## config.mk

```make
export PLATFORM = sky130hd
export DESIGN_NAME = uart_transmitter_frame_controller
export DESIGN_NICKNAME = d
export VERILOG_FILES = /design/src/rtl/uart_transmitter_frame_controller_pkg.sv /design/src/rtl/uart_transmitter_frame_controller_sync_fifo.sv /design/src/rtl/uart_transmitter_frame_controller.sv
export SDC_FILE = /design/constraint.sdc
export NUM_CORES = 1
export LEC_CHECK = 0
export CAP_MARGIN = 30
export CELL_PAD_IN_SITES_DETAIL_PLACEMENT = 0
export CELL_PAD_IN_SITES_GLOBAL_PLACEMENT = 1
export CORE_MARGIN = 5
export CORE_UTILIZATION = 46
export CTS_BUF_LIST = sky130_fd_sc_hd__clkbuf_4
export DETAILED_ROUTE_END_ITERATION = 12
export GPL_TIMING_DRIVEN = 1
export HOLD_SLACK_MARGIN = 0.1
export PLACE_DENSITY = 0.86
export SLEW_MARGIN = 20
export SYNTH_ARGS = -nofsm -noshare
export SYNTH_HDL_FRONTEND = slang
export SYNTH_SLANG_ARGS = --single-unit
```

## constraint.sdc

```tcl
create_clock -name clk -period 3.64 [get_ports clk]
set_clock_uncertainty 0.15 [all_clocks]
set_input_delay 0.91 -clock clk [delete_from_list [all_inputs] [get_ports clk]]
set_output_delay 0.91 -clock clk [all_outputs]
set_load 0.005 [all_outputs]
```

## src/rtl/uart_transmitter_frame_controller_pkg.sv

```systemverilog
// Shared types and width helpers for the UART transmit frame controller.
//   state_t  : frame serialiser FSM states
//   width_of : counter width for a modulus, never less than 1 bit
package uart_tx_ctrl_pkg;

  typedef enum logic [1:0] {
    IDLE      = 2'd0,
    LOAD      = 2'd1,
    WAIT_BUSY = 2'd2,
    WAIT_DONE = 2'd3
  } state_t;

  function automatic int unsigned width_of(input int unsigned n);
    return (n <= 1) ? 1 : $clog2(n);
  endfunction

endpackage

```

## src/rtl/uart_transmitter_frame_controller_sync_fifo.sv

```systemverilog
// Synchronous frame queue with registered full/empty flags.
// Ports:
//   clk, reset       clock, async active-high reset
//   push, wr_data    enqueue request and entry (accepted when not full or popping)
//   pop              dequeue request (ignored when empty)
//   rd_data          head entry, read from the flop array at the registered pointer
//   full, empty      registered occupancy flags
module sync_fifo #(
  parameter int unsigned WIDTH = 8,
  parameter int unsigned DEPTH = 4
) (
  input  logic             clk,
  input  logic             reset,
  input  logic             push,
  input  logic [WIDTH-1:0] wr_data,
  input  logic             pop,
  output logic [WIDTH-1:0] rd_data,
  output logic             full,
  output logic             empty
);

  localparam int unsigned AW = $clog2(DEPTH);

  logic [WIDTH-1:0] mem [DEPTH];
  logic [AW:0]      wr_ptr, rd_ptr, wr_ptr_n, rd_ptr_n;
  logic             push_ok, pop_ok;

  // A push into a full queue is fine when the head leaves in the same cycle.
  assign push_ok  = push && (!full || pop);
  assign pop_ok   = pop && !empty;
  assign wr_ptr_n = wr_ptr + (AW+1)'(push_ok);
  assign rd_ptr_n = rd_ptr + (AW+1)'(pop_ok);
  assign rd_data  = mem[rd_ptr[AW-1:0]];

  // Storage: no reset needed, entries are only read once written.
  always_ff @(posedge clk) begin
    if (push_ok) mem[wr_ptr[AW-1:0]] <= wr_data;
  end

  // Pointers with an extra wrap bit distinguish full from empty.
  always_ff @(posedge clk or posedge reset) begin
    if (reset) begin
      wr_ptr <= '0;
      rd_ptr <= '0;
      full   <= 1'b0;
      empty  <= 1'b1;
    end else begin
      wr_ptr <= wr_ptr_n;
      rd_ptr <= rd_ptr_n;
      empty  <= (wr_ptr_n == rd_ptr_n);
      full   <= (wr_ptr_n[AW] != rd_ptr_n[AW]) &&
                (wr_ptr_n[AW-1:0] == rd_ptr_n[AW-1:0]);
    end
  end

endmodule

```

## src/rtl/uart_transmitter_frame_controller.sv

```systemverilog
// Queues ALU results and register read data as frames and serialises them
// byte by byte into the UART transmitter over a valid/busy handshake.
// Ports:
//   clk, reset                       reference clock, async active-high reset
//   ALU_result_valid, ALU_result     enqueue a RESULT_BYTES frame
//   read_data_valid, read_data       enqueue a 1-byte frame
//   transmitter_busy_synchronized    UART TX busy, already in the clk domain
//   transmitter_parallel_data        byte presented to the TX (held between strobes)
//   transmitter_parallel_data_valid  1-cycle load strobe to the TX
//   UART_receiver_controller_enable  high while idle with nothing queued
//   fifo_full                        frame queue full
//   request_dropped                  1-cycle pulse when a strobe was lost
module uart_transmitter_frame_controller
  import uart_tx_ctrl_pkg::*;
#(
  parameter int unsigned DATA_WIDTH   = 8,
  parameter int unsigned RESULT_BYTES = 2,
  parameter int unsigned FIFO_DEPTH   = 4,
  parameter int unsigned MSB_FIRST    = 0,
  parameter int unsigned BUSY_TIMEOUT = 1024
) (
  input  logic                               clk,
  input  logic                               reset,
  input  logic                               ALU_result_valid,
  input  logic [RESULT_BYTES*DATA_WIDTH-1:0] ALU_result,
  input  logic                               read_data_valid,
  input  logic [DATA_WIDTH-1:0]              read_data,
  input  logic                               transmitter_busy_synchronized,
  output logic [DATA_WIDTH-1:0]              transmitter_parallel_data,
  output logic                               transmitter_parallel_data_valid,
  output logic                               UART_receiver_controller_enable,
  output logic                               fifo_full,
  output logic                               request_dropped
);

  localparam int unsigned PAYLOAD_W = RESULT_BYTES * DATA_WIDTH;
  localparam int unsigned LEN_W     = $clog2(RESULT_BYTES) + 1;
  localparam int unsigned TIMER_W   = width_of(BUSY_TIMEOUT);
  localparam int unsigned ENTRY_W   = PAYLOAD_W + LEN_W;

  state_t                state_q, state_d;
  logic [PAYLOAD_W-1:0]  payload_q, payload_d;
  logic [LEN_W-1:0]      len_q, len_d;
  logic [LEN_W-1:0]      idx_q, idx_d;
  logic [TIMER_W-1:0]    timer_q, timer_d;
  logic [DATA_WIDTH-1:0] data_q, data_d;
  logic                  valid_q, valid_d;
  logic                  enable_q, enable_d;
  logic                  drop_q, drop_d;

  logic                  busy;
  logic                  pop, push;
  logic [ENTRY_W-1:0]    wr_entry;
  logic [ENTRY_W-1:0]    head;
  logic                  fifo_empty;
  logic [LEN_W-1:0]      sel_c;
  logic [DATA_WIDTH-1:0] byte_c;

  assign busy = transmitter_busy_synchronized;

  sync_fifo #(
    .WIDTH (ENTRY_W),
    .DEPTH (FIFO_DEPTH)
  ) u_fifo (
    .clk     (clk),
    .reset   (reset),
    .push    (push),
    .wr_data (wr_entry),
    .pop     (pop),
    .rd_data (head),
    .full    (fifo_full),
    .empty   (fifo_empty)
  );

  // State and output registers.
  always_ff @(posedge clk or posedge reset) begin
    if (reset) begin
      state_q   <= IDLE;
      payload_q <= '0;
      len_q     <= '0;
      idx_q     <= '0;
      timer_q   <= '0;
      data_q    <= '0;
      valid_q   <= 1'b0;
      enable_q  <= 1'b1;
      drop_q    <= 1'b0;
    end else begin
      state_q   <= state_d;
      payload_q <= payload_d;
      len_q     <= len_d;
      idx_q     <= idx_d;
      timer_q   <= timer_d;
      data_q    <= data_d;
      valid_q   <= valid_d;
      enable_q  <= enable_d;
      drop_q    <= drop_d;
    end
  end

  // Next-state, enqueue/drop and byte selection.
  always_comb begin
    state_d   = state_q;
    payload_d = payload_q;
    len_d     = len_q;
    idx_d     = idx_q;
    timer_d   = timer_q;
    data_d    = data_q;
    valid_d   = 1'b0;
    pop       = 1'b0;
    push      = 1'b0;
    wr_entry  = '0;
    drop_d    = 1'b0;
    enable_d  = 1'b0;
    byte_c    = '0;

    // MSB-first walks the payload from byte len-1 down to byte 0.
    if (MSB_FIRST != 0) sel_c = len_q - idx_q - LEN_W'(1);
    else                sel_c = idx_q;
    for (int unsigned b = 0; b < RESULT_BYTES; b++) begin
      if (sel_c == LEN_W'(b)) byte_c = payload_q[b*DATA_WIDTH +: DATA_WIDTH];
    end

    unique case (state_q)
      IDLE: begin
        if (!fifo_empty) begin
          pop       = 1'b1;
          payload_d = head[ENTRY_W-1:LEN_W];
          len_d     = head[LEN_W-1:0];
          idx_d     = '0;
          state_d   = LOAD;
        end
      end
      LOAD: begin
        if (!busy) begin
          data_d  = byte_c;
          valid_d = 1'b1;
          timer_d = '0;
          state_d = WAIT_BUSY;
        end
      end
      WAIT_BUSY: begin
        // A TX that never acknowledges gets the same byte again.
        if (busy)                                       state_d = WAIT_DONE;
        else if (timer_q == TIMER_W'(BUSY_TIMEOUT - 1)) state_d = LOAD;
        else                                            timer_d = timer_q + TIMER_W'(1);
      end
      WAIT_DONE: begin
        if (!busy) begin
          if (idx_q == len_q - LEN_W'(1)) begin
            state_d = IDLE;
          end else begin
            idx_d   = idx_q + LEN_W'(1);
            state_d = LOAD;
          end
        end
      end
      default: state_d = IDLE;
    endcase

    // ALU strobe wins a collision; a full queue accepts only when popping.
    if (ALU_result_valid)     wr_entry = {ALU_result, LEN_W'(RESULT_BYTES)};
    else if (read_data_valid) wr_entry = {PAYLOAD_W'(read_data), LEN_W'(1)};
    push   = (ALU_result_valid || read_data_valid) && (!fifo_full || pop);
    drop_d = (ALU_result_valid && read_data_valid) ||
             ((ALU_result_valid || read_data_valid) && fifo_full && !pop);

    enable_d = (state_d == IDLE) && fifo_empty && !push;
  end

  assign transmitter_parallel_data       = data_q;
  assign transmitter_parallel_data_valid = valid_q;
  assign UART_receiver_controller_enable = enable_q;
  assign request_dropped                 = drop_q;

endmodule
```

; After elaboration in Yosys (flattened, before gate mapping)
; Memory sizes are Yosys's and may differ from the RTL's. A register that Yosys moved wholly into a read port is not among the register bits.
; Cells that the tools add are included.
[word_totals]
register_bits = 33
mem_bits_rw = 72
input_bits = 29
output_inout_bits = 12
wordCells = 84
memories = 1
[op_classes]
add_sub_neg = 5
eq_ne = 15
n_mux = 25
bitwise_logic = 2
n_reduce_logical = 25
[memory_table]
columns = name, depth, word_bits, read_ports, rd_ports_with_merged_regs, write_ports, line_no
row1 = u_fifo.mem, 4, 18, 1, 1, 1, uart_transmitter_frame_controller_sync_fifo.sv:24  ; logic [WIDTH-1:0] mem [DEPTH];
[ops]
columns = cell, n
row1 = 2-to-1 mux 10 bit, 4
row2 = case mux 10 bit (2 select lines), 1
row3 = 2-to-1 mux 18 bit, 1
row4 = 2-to-1 mux 2 bit, 8
row5 = 2-to-1 mux 8 bit, 2
row6 = "!= test 2 bit, second input constant", 6
row7 = "adder 10 x 1 -> 10 bit, second input constant", 1
row8 = "== test 10 bit, second input constant", 1
row9 = logical AND 1 bit, 9
row10 = case mux 2 bit (4 select lines), 1
row11 = AND reduction 4 bit, 2
row12 = 2-to-1 mux 1 bit, 7
row13 = adder 3 x 1 -> 3 bit, 2
row14 = logical NOT 2 bit, 3
row15 = "== test 2 x 1 -> 1 bit, second input constant", 2
row16 = == test 2 bit, 2
row17 = "== test 2 bit, second input constant", 2
row18 = logical NOT 1 bit, 4
row19 = case mux 2 bit (2 select lines), 1
row20 = AND reduction 2 bit, 2
row21 = nonzero test 2 bit, 2
row22 = == test 3 bit, 1
row23 = logical OR 1 bit, 3
row24 = "adder 2 x 1 -> 2 bit, second input constant", 1
row25 = 3 further kinds, 4

; Longest topological paths before layout
; Gate-level depths: netlist (run 1).
[depth]
ltp_word = 8
ltp_mapped = 9
ltp_nobuf = 7

; By module
; From an unflattened synthesis (run 1), not the netlist that was laid out.
[unflattened]
cells_unflattened = 367
area_unflattened_um2 = 5186.2
[modules_own_cells]
columns = module, n_inst, cells_per_inst, area_each_um2, seq_area_each_um2
row1 = sync_fifo, 1, 125, 3001.6, 2363.5
row2 = uart_transmitter_frame_controller, 1, 242, 2184.6, 1077.3

; Worst setup path after synthesis (run 1)
; Ideal clock, no wire load.
[synth_path]
kind = in2reg
startpoint = in ALU_result_valid
endpoint = mem u_fifo.mem[0][0] in the netlist's numbering (enable)
setup_ns = 0.439
arrival_ns = 3.106
required_ns = 3.051
path_slack_ns = -0.055
path_stages = 3
n_path_buf = 1
cell_sequence = clkbuf_1 nor2_1 nor4_1
[synth_via]
elab_chain_cells = 5
[synth_lines]
columns = element, line_no
row1 = start: declaration, uart_transmitter_frame_controller.sv:24  ; input logic ALU_result_valid,
row2 = logical OR 1 bit, uart_transmitter_frame_controller.sv:163  ; push = (ALU_result_valid || read_data_valid) && (!fifo_full || pop);
row3 = logical AND 1 bit, uart_transmitter_frame_controller.sv:163
row4 = logical AND 1 bit, uart_transmitter_frame_controller_sync_fifo.sv:29  ; assign push_ok = push && (!full || pop);
row5 = 2-to-1 mux 1 bit, uart_transmitter_frame_controller_sync_fifo.sv:37  ; if (push_ok) mem[wr_ptr[AW-1:0]] <= wr_data;
row6 = 2-to-1 mux 1 bit (implied by the code), uart_transmitter_frame_controller_sync_fifo.sv:37
row7 = end: declaration, uart_transmitter_frame_controller_sync_fifo.sv:24
; No other way between the ends.

; Final worst setup path (run 1)
[layout_path]
startpoint = reg enable_q, in the netlist UART_receiver_controller_enable
endpoint = out UART_receiver_controller_enable
[layout_rtl]
columns = element, line_no
row1 = start: declaration, uart_transmitter_frame_controller.sv:48  ; logic enable_q, enable_d;
row2 = start signal: assignment, uart_transmitter_frame_controller.sv:95  ; enable_q <= enable_d;
row3 = end: declaration, uart_transmitter_frame_controller.sv:31  ; output logic UART_receiver_controller_enable,
; No word-level cell between the ends.

==> summary.md, run 1 <==
| Metric | Value |
|---|---|
| Maximum vdd drop | around 0.35 mV |
| Max Clock Freq | roughly 390 MHz |
| Largest net degree at the start of global routing | 29 |
| First drt pass iteration count | 4 |
| Avg WL per Cell | roughly 17 um |
| CTS Sinks | around 120 |
| Cell Area, Placed | 5760 um^2 |
| CP max stage cell | dfstp_2 |
| Vias/cell | around 5.5 |
| Num rows | 38 |
| Die W | approximately 120 um |
| Seq/Total Area, Yosys | about 66% |
| Max-slew violation count | 0 |
| Final Hold Viols | 0 |
| Worst skew pair latency | between 500 and 600 ps |
| Synth Area in Simple Gates | under 10% |
| Req. time, crit path | between 2000 and 3000 ps |
| Hold_buf cts | 0 |
| CP max FO | 1 |
| HPWL Detailed | 6330 um |
| CTS clk-pin slew, worst paths | roughly 110 ps |
| Lkg Pwr | between 2 and 2.5 nW |
| Power Total | approximately 4.8 mW |
| Yosys top cell area share | between 40% and 50% |
| Post-Syn Instances | 339 |
| Core Region | 10900 um^2 |
| Top_reg_cell synth | edfxtp_1 |
| First-pass GRT wire length | roughly 16000 um |
| Die area | around 14000 um^2 |
| Critical path, cell by cell | clkdlybuf4s50_1 |
| Category of the worst setup path launch point | flop |
| Clock Path Buffers | 2 |
| Routability cong. | between 0.7 and 0.8 |
| Drt total wl | around 9300 um |
| Post-DRT Antenna Nets | 0 |
| Post-route cell area | just over 6000 um^2 |
| Max-cap violations | 0 |
| Number of gates resized after cts | 0 |
| Worst-Margin Slew | ~830 ps |
| Initial antenna violation count | 1 |
| Worst setup EP type | output pin |
| CTS buffer count | 17 |
| Syn nets | 375 |
| Final routed DRC violation total | 0 |
| Worst Hold Class | flop to flop |
| Total GRT Usage | 15.3% |
| Setup-failing EPs final | 0 |
| Avg Cell Area, Syn | 15.3 um^2 |
| Fillers | between 900 and 1000 |
| Critical setup path kind | flop to output pin |
| Starting Density | between 40% and 50% |
| Cell family with most CP delay | flip-flops |
| Final period util | between 70% and 80% |
| PortBufs | 40 |
| Status | finished clean |
| H-tree levels | 4 |
| Post-synth top cells | edfxtp_1 (72), dfrtp_1 (49), nor2_1 (18) |
| CP Data Arrival Time | approximately 1500 ps |
| Syn Std Cell Area | 5200 um^2 |
| Most frequent cell after synthesis | edfxtp_1 |
| Slew HR | 44.7% |
| IO Pins | 41 |
| Complex-gate fraction of the synthesized area | just over 7% |
| # Post-CTS Setup Buffers | 0 |
| Final Critical Period | approximately 2600 ps |
| Post-synthesis mux area share | 12.6% |
| Clock root cell | clkbuf_4 |
| Synth top area cells | edfxtp_1 (42%), dfrtp_1 (24%), mux4_2 (6.1%) |
| Yosys cell types | between 50 and 60 |
| Number of synthesized flops with an enable pin | between 70 and 80 |
| Initial DRC Count | ~260 |
| Yosys reg bits | roughly 120 |
| Post-synthesis adder-cell area fraction | 1.90% |
| Largest family of logic cells by synthesized area | multiplexers |
| PwrDens | a little under 800 nW/um^2 |
| Final net count | roughly 430 |
| Synth area leader | edfxtp_1 |
| Final Hold Slack | between 300 and 400 ps |
| Post-Synth XOR/XNOR Area | under 10% |
| GRT overflow | 0 |
| Die Y | around 120 um |
| RSZ-0062 raised after global routing | false |
| CTS tree | yes |
| Share of async-settable or async-resettable flops after synthesis | between 40 and 50% |
| Layout Area Growth over Synthesis | 17.2% |
| Post-route setup slack | ~1100 ps |
| Yosys warnings | 0 |
| Fraction of layout cells with a size suffix above 1 | a little under a fifth |
| Pre-CTS setup slack | between 600 and 700 ps |
| Setup tns final | 0 ps |
| Worst path max stage delay | about 530 ps |
| Via count | just under 3000 |
| Vias in the first global route | 3041 |
| Crit path buf inv count | 1 |
[metal layers]
| metal | routed length [um] | global-route usage [%] | vias to the layer above |
|---|---|---|---|
| met5 | 0 | 0 | - |
| met4 | 100 | 4.80 | 0 |
| met3 | 420 | 5.28 | 6 |
| met2 | 4620 | 23.9 | 63 |
| met1 | 4210 | 20.4 | 1497 |
| li1 | - | - | 1416 |
[cells in the final DEF, fill, tap and decap left out, types with 6 or more instances in the layout]
cell type / count
o21ai_0: 9
nor2_1: 18
mux4_2: 14
ha_1: 7
buf_4: 11
mux2_2: 11
and2_1: 11
a22o_1: 8
a22oi_1: 6
edfxtp_1: 72
mux2_1: 7
clkdlybuf4s50_1: 40
a21oi_1: 17
dfrtp_1: 49
clkbuf_4: 18
nand2_1: 17
[power breakdown]
part | total [mW] | leakage [nW] | switching (mW) | internal (mW)
logic | 1.59 | 0.820 | 0.767 | 0.826
registers | 2.27 | 1.30 | 0.287 | 1.98
clock network | 0.945 | 0.151 | 0.527 | 0.418
total | 4.81 | 2.27 | 1.58 | 3.23
[sequential cells by signal, summed over array words and instances, names as in the netlist, 3 cells and up]
signal	count
u_fifo.mem	72
payload_q	16
timer_q	10
transmitter_parallel_data	8
u_fifo.rd_ptr	3
u_fifo.wr_ptr	3
[path summary, 6_finish.rpt]
kind | startpoint | end | slack (ps) | cells past startpoint
setup / recovery | UART_receiver_controller_enable | UART_receiver_controller_enable | 1060 | 1
hold / removal | u_fifo.wr_ptr[2] | u_fifo.wr_ptr[2] | 340 | 1
setup reg to reg | state_q[0] | u_fifo.full | 1150 | 8
hold reg to reg | u_fifo.wr_ptr[2] | u_fifo.wr_ptr[2] | 340 | 1
max in group asynchronous | reset | UART_receiver_controller_enable | 2390 | 3
min in group asynchronous | reset | transmitter_parallel_data[7] | 620 | 3
[final cells by class]
cell class                 count  area (um^2)  area share, %
sequential                   123         3440           56.5
multi-input combinational    192         1640           27.0
timing repair buffer          53          518           8.50
tap                          140          175           2.88
clock inverter                15          163           2.67
clock buffer                  17          128           2.09
inverter                       6         22.5          0.370
antenna                        1         2.50         0.0411
[metrics by stage]
stage               cells  utilization [%]
floorplan             339                -
global placement      512             52.7
detailed placement    512             52.7
CTS                   544             55.4
global route          547             55.7
finish                547             55.7
[kinds of logic (layout without fill, tap and decap cells)]
| kind of cell | after synthesis | in the layout |
|---|---|---|
| AND/OR/NAND/NOR | 80 | 80 |
| buffers and inverters | 24 | 91 |
| other | 0 | 1 |
| XOR/XNOR | 9 | 9 |
| multiplexers | 39 | 39 |
| AO/OA/AOI/OAI | 56 | 56 |
| flip-flops | 123 | 123 |
| adder cells (fa/ha/maj) | 8 | 8 |
Note: power is estimated with default switching activity, not from simulation.
==> run 2, diff against run 1 <==
Clock period 3.64 ns to 2.3 ns, I/O delays scaled along.
==> run 2 against run 1 <==
Against the previous run: die area stayed put; flip-flop and latch count is the same; sequential share of layout area shrank 0.98 points; utilization rose by 0.98 points; clock power grew 68%; routed wire length increased by 2.3%; cell area is 1.8% higher; final cell count is 0.55% higher; global-route usage increased by 0.055 points; worst hold slack worse by 140 ps; via count decreased by 0.13%; setup slack lost 930 ps; critical path type unchanged.
==> summary.md, run 2 (synthesis results as in run 1) <==
| Metric | Value |
|---|---|
| Final routed DRC violation total | 0 |
| Maximum vdd drop | about 0.54 mV |
| PortBufs | 40 |
| Critical path, cell by cell | clkdlybuf4s50_1 |
| Post-route setup slack | 130 ps |
| Clock Power Share | approximately a fifth |
| Final period util | a little over nine tenths |
| GRT overflow | 0 |
| CP max stage cell | clkdlybuf4s50_1 |
| Setup-failing EPs final | 0 |
| Pint | roughly 5.3 mW |
| Die Y | 116 um |
| CTS Sinks | 123 |
| Core Region | between 10000 and 15000 um^2 |
| HPWL Detailed | about 6300 um |
| Req. time, crit path | 1570 ps |
| Total GRT Usage | 15.4% |
| Post-DRT Antenna Nets | 0 |
| Status | finished clean |
| PwrDens | between 1000 and 1500 nW/um^2 |
| Levels on crit path | 1 |
| CP Data Arrival Time | 1440 ps |
| Number of gates resized after cts | 0 |
| Largest net degree at the start of global routing | 38 |
| Clock Path Buffers | 2 |
| Max reg flops | between 70 and 80 |
| Die W | between 100 and 150 um |
| Final Critical Period | approximately 2200 ps |
| Antenna Cells | 0 |
| Sw Share | around a third |
| Final Hold Viols | 0 |
| Combinational cell fraction of total power | a little over a third |
| Seq pwr share | around 45% |
| First-pass GRT wire length | roughly 16000 um |
| Max Clock Freq | around 460 MHz |
| Critical setup path kind | flop to output pin |
| Commonest non-fill, non-tap cells in the layout | edfxtp_1 (72), dfrtp_1 (49), clkdlybuf4s50_1 (39) |
| Flop2flop setup slack | between 150 and 200 ps |
| Worst skew pair latency | ~500 ps |
| Routability cong. | slightly below 0.8 |
| H-tree levels | 4 |
| Via count | 2978 |
| Lkg Pwr | between 2 and 2.5 nW |
| Cell family with most CP delay | buffers and inverters |
| Cell Area, Placed | 5890 um^2 |
| Fillers | 897 |
| RSZ-0062 raised after global routing | false |
| CP max FO | 4 |
| Fraction of layout cells with a size suffix above 1 | ~20% |
| Initial DRC Count | 252 |
| Slew HR | between 40% and 50% |
| Category of the worst setup path launch point | flop |
| CTS buffer count | 17 |
| # Post-CTS Setup Buffers | 0 |
| Vias/cell | around 5.4 |
| CTS tree | yes |
| First drt pass iteration count | 4 |
| Most common cell after layout, fill and taps aside | edfxtp_1 |
| Starting Density | between 40% and 50% |
| Hold_buf cts | 0 |
| Drt total wl | 9560 um |
| IO Pins | just over 40 |
| Avg WL per Cell | approximately 17 um |
| Max-cap violations | 0 |
| Worst Hold Class | input port to async pin |
| Initial antenna violation count | 0 |
| Crit path buf inv count | 1 |
| Worst-Margin Slew | around 800 ps |
| Worst setup EP type | output pin |
| Final net count | between 400 and 500 |
| Die area | approximately 14000 um^2 |
| Worst path max stage delay | ~520 ps |
| Util after Layout | about 57% |
| FF-to-FF path depth | 7 |
| Clock root cell | clkbuf_4 |
| Pre-CTS setup slack | -173 ps |
| Layout Area Growth over Synthesis | 19.3% |
| CTS clk-pin slew, worst paths | 110 ps |
| Num rows | 38 |
| Max-slew violation count | 0 |
| Post-route cell area | between 6000 and 7000 um^2 |
| Vias in the first global route | 3041 |
| NetSw | about 2.5 mW |
[run 2: path summary, 6_finish.rpt]
kind,start,end
worst max-delay path,u_fifo.full,fifo_full
worst min-delay path,reset,payload_q[10]
worst max register to register,u_fifo.empty,u_fifo.full
worst min register to register,u_fifo.wr_ptr[2],u_fifo.wr_ptr[2]
max in group asynchronous,reset,u_fifo.empty
min in group clk,u_fifo.wr_ptr[2],u_fifo.wr_ptr[2]
[run 2: metal layers]
metal / global-route usage (%) / wire length, um / up-vias / part of all wire, %
met5: 0 / 0 / - / 0
met4: 5.57 / 88 / 0 / 0.92
met3: 4.25 / 520 / 9 / 5.4
met2: 23.7 / 4610 / 73 / 48
met1: 21.1 / 4340 / 1475 / 45
li1: - / - / 1421 / -
[run 2: power groups by stage]
| stage | Sequential, mW | Clock [mW] | Combinational [mW] |
|---|---|---|---|
| 2_1_floorplan | 3.44 | 0 | 1.91 |
| 3_3_place_gp | 3.48 | 0 | 2.70 |
| 3_5_place_dp | 3.53 | 0 | 2.77 |
| 4_1_cts | 3.49 | 1.63 | 2.78 |
| 5_1_grt | 3.55 | 1.73 | 3.02 |
| 6_report | 3.48 | 1.59 | 2.73 |
[run 2: area by class of cell]
| class | count | area, um^2 | area share, % |
|---|---|---|---|
| well taps | 140 | 175 | 2.83 |
| inverters | 6 | 22.5 | 0.363 |
| clock buffers | 18 | 135 | 2.18 |
| repair buffers | 58 | 613 | 9.89 |
| clock inverters | 13 | 168 | 2.70 |
| flip-flops and latches | 123 | 3440 | 55.5 |
| multi-input cells | 192 | 1650 | 26.5 |
[run 2: metrics by stage]
step                      power [mW]  cells  TNS (ps)  hold slack, ps
after detailed placement        6.30    519     -5130             314
after global routing            8.31    550         0             161
final                           7.80    550         0             196
after floorplan                 5.35    339         0             297
after global placement          6.17    519     -4970             313
after CTS                       7.90    550         0             160
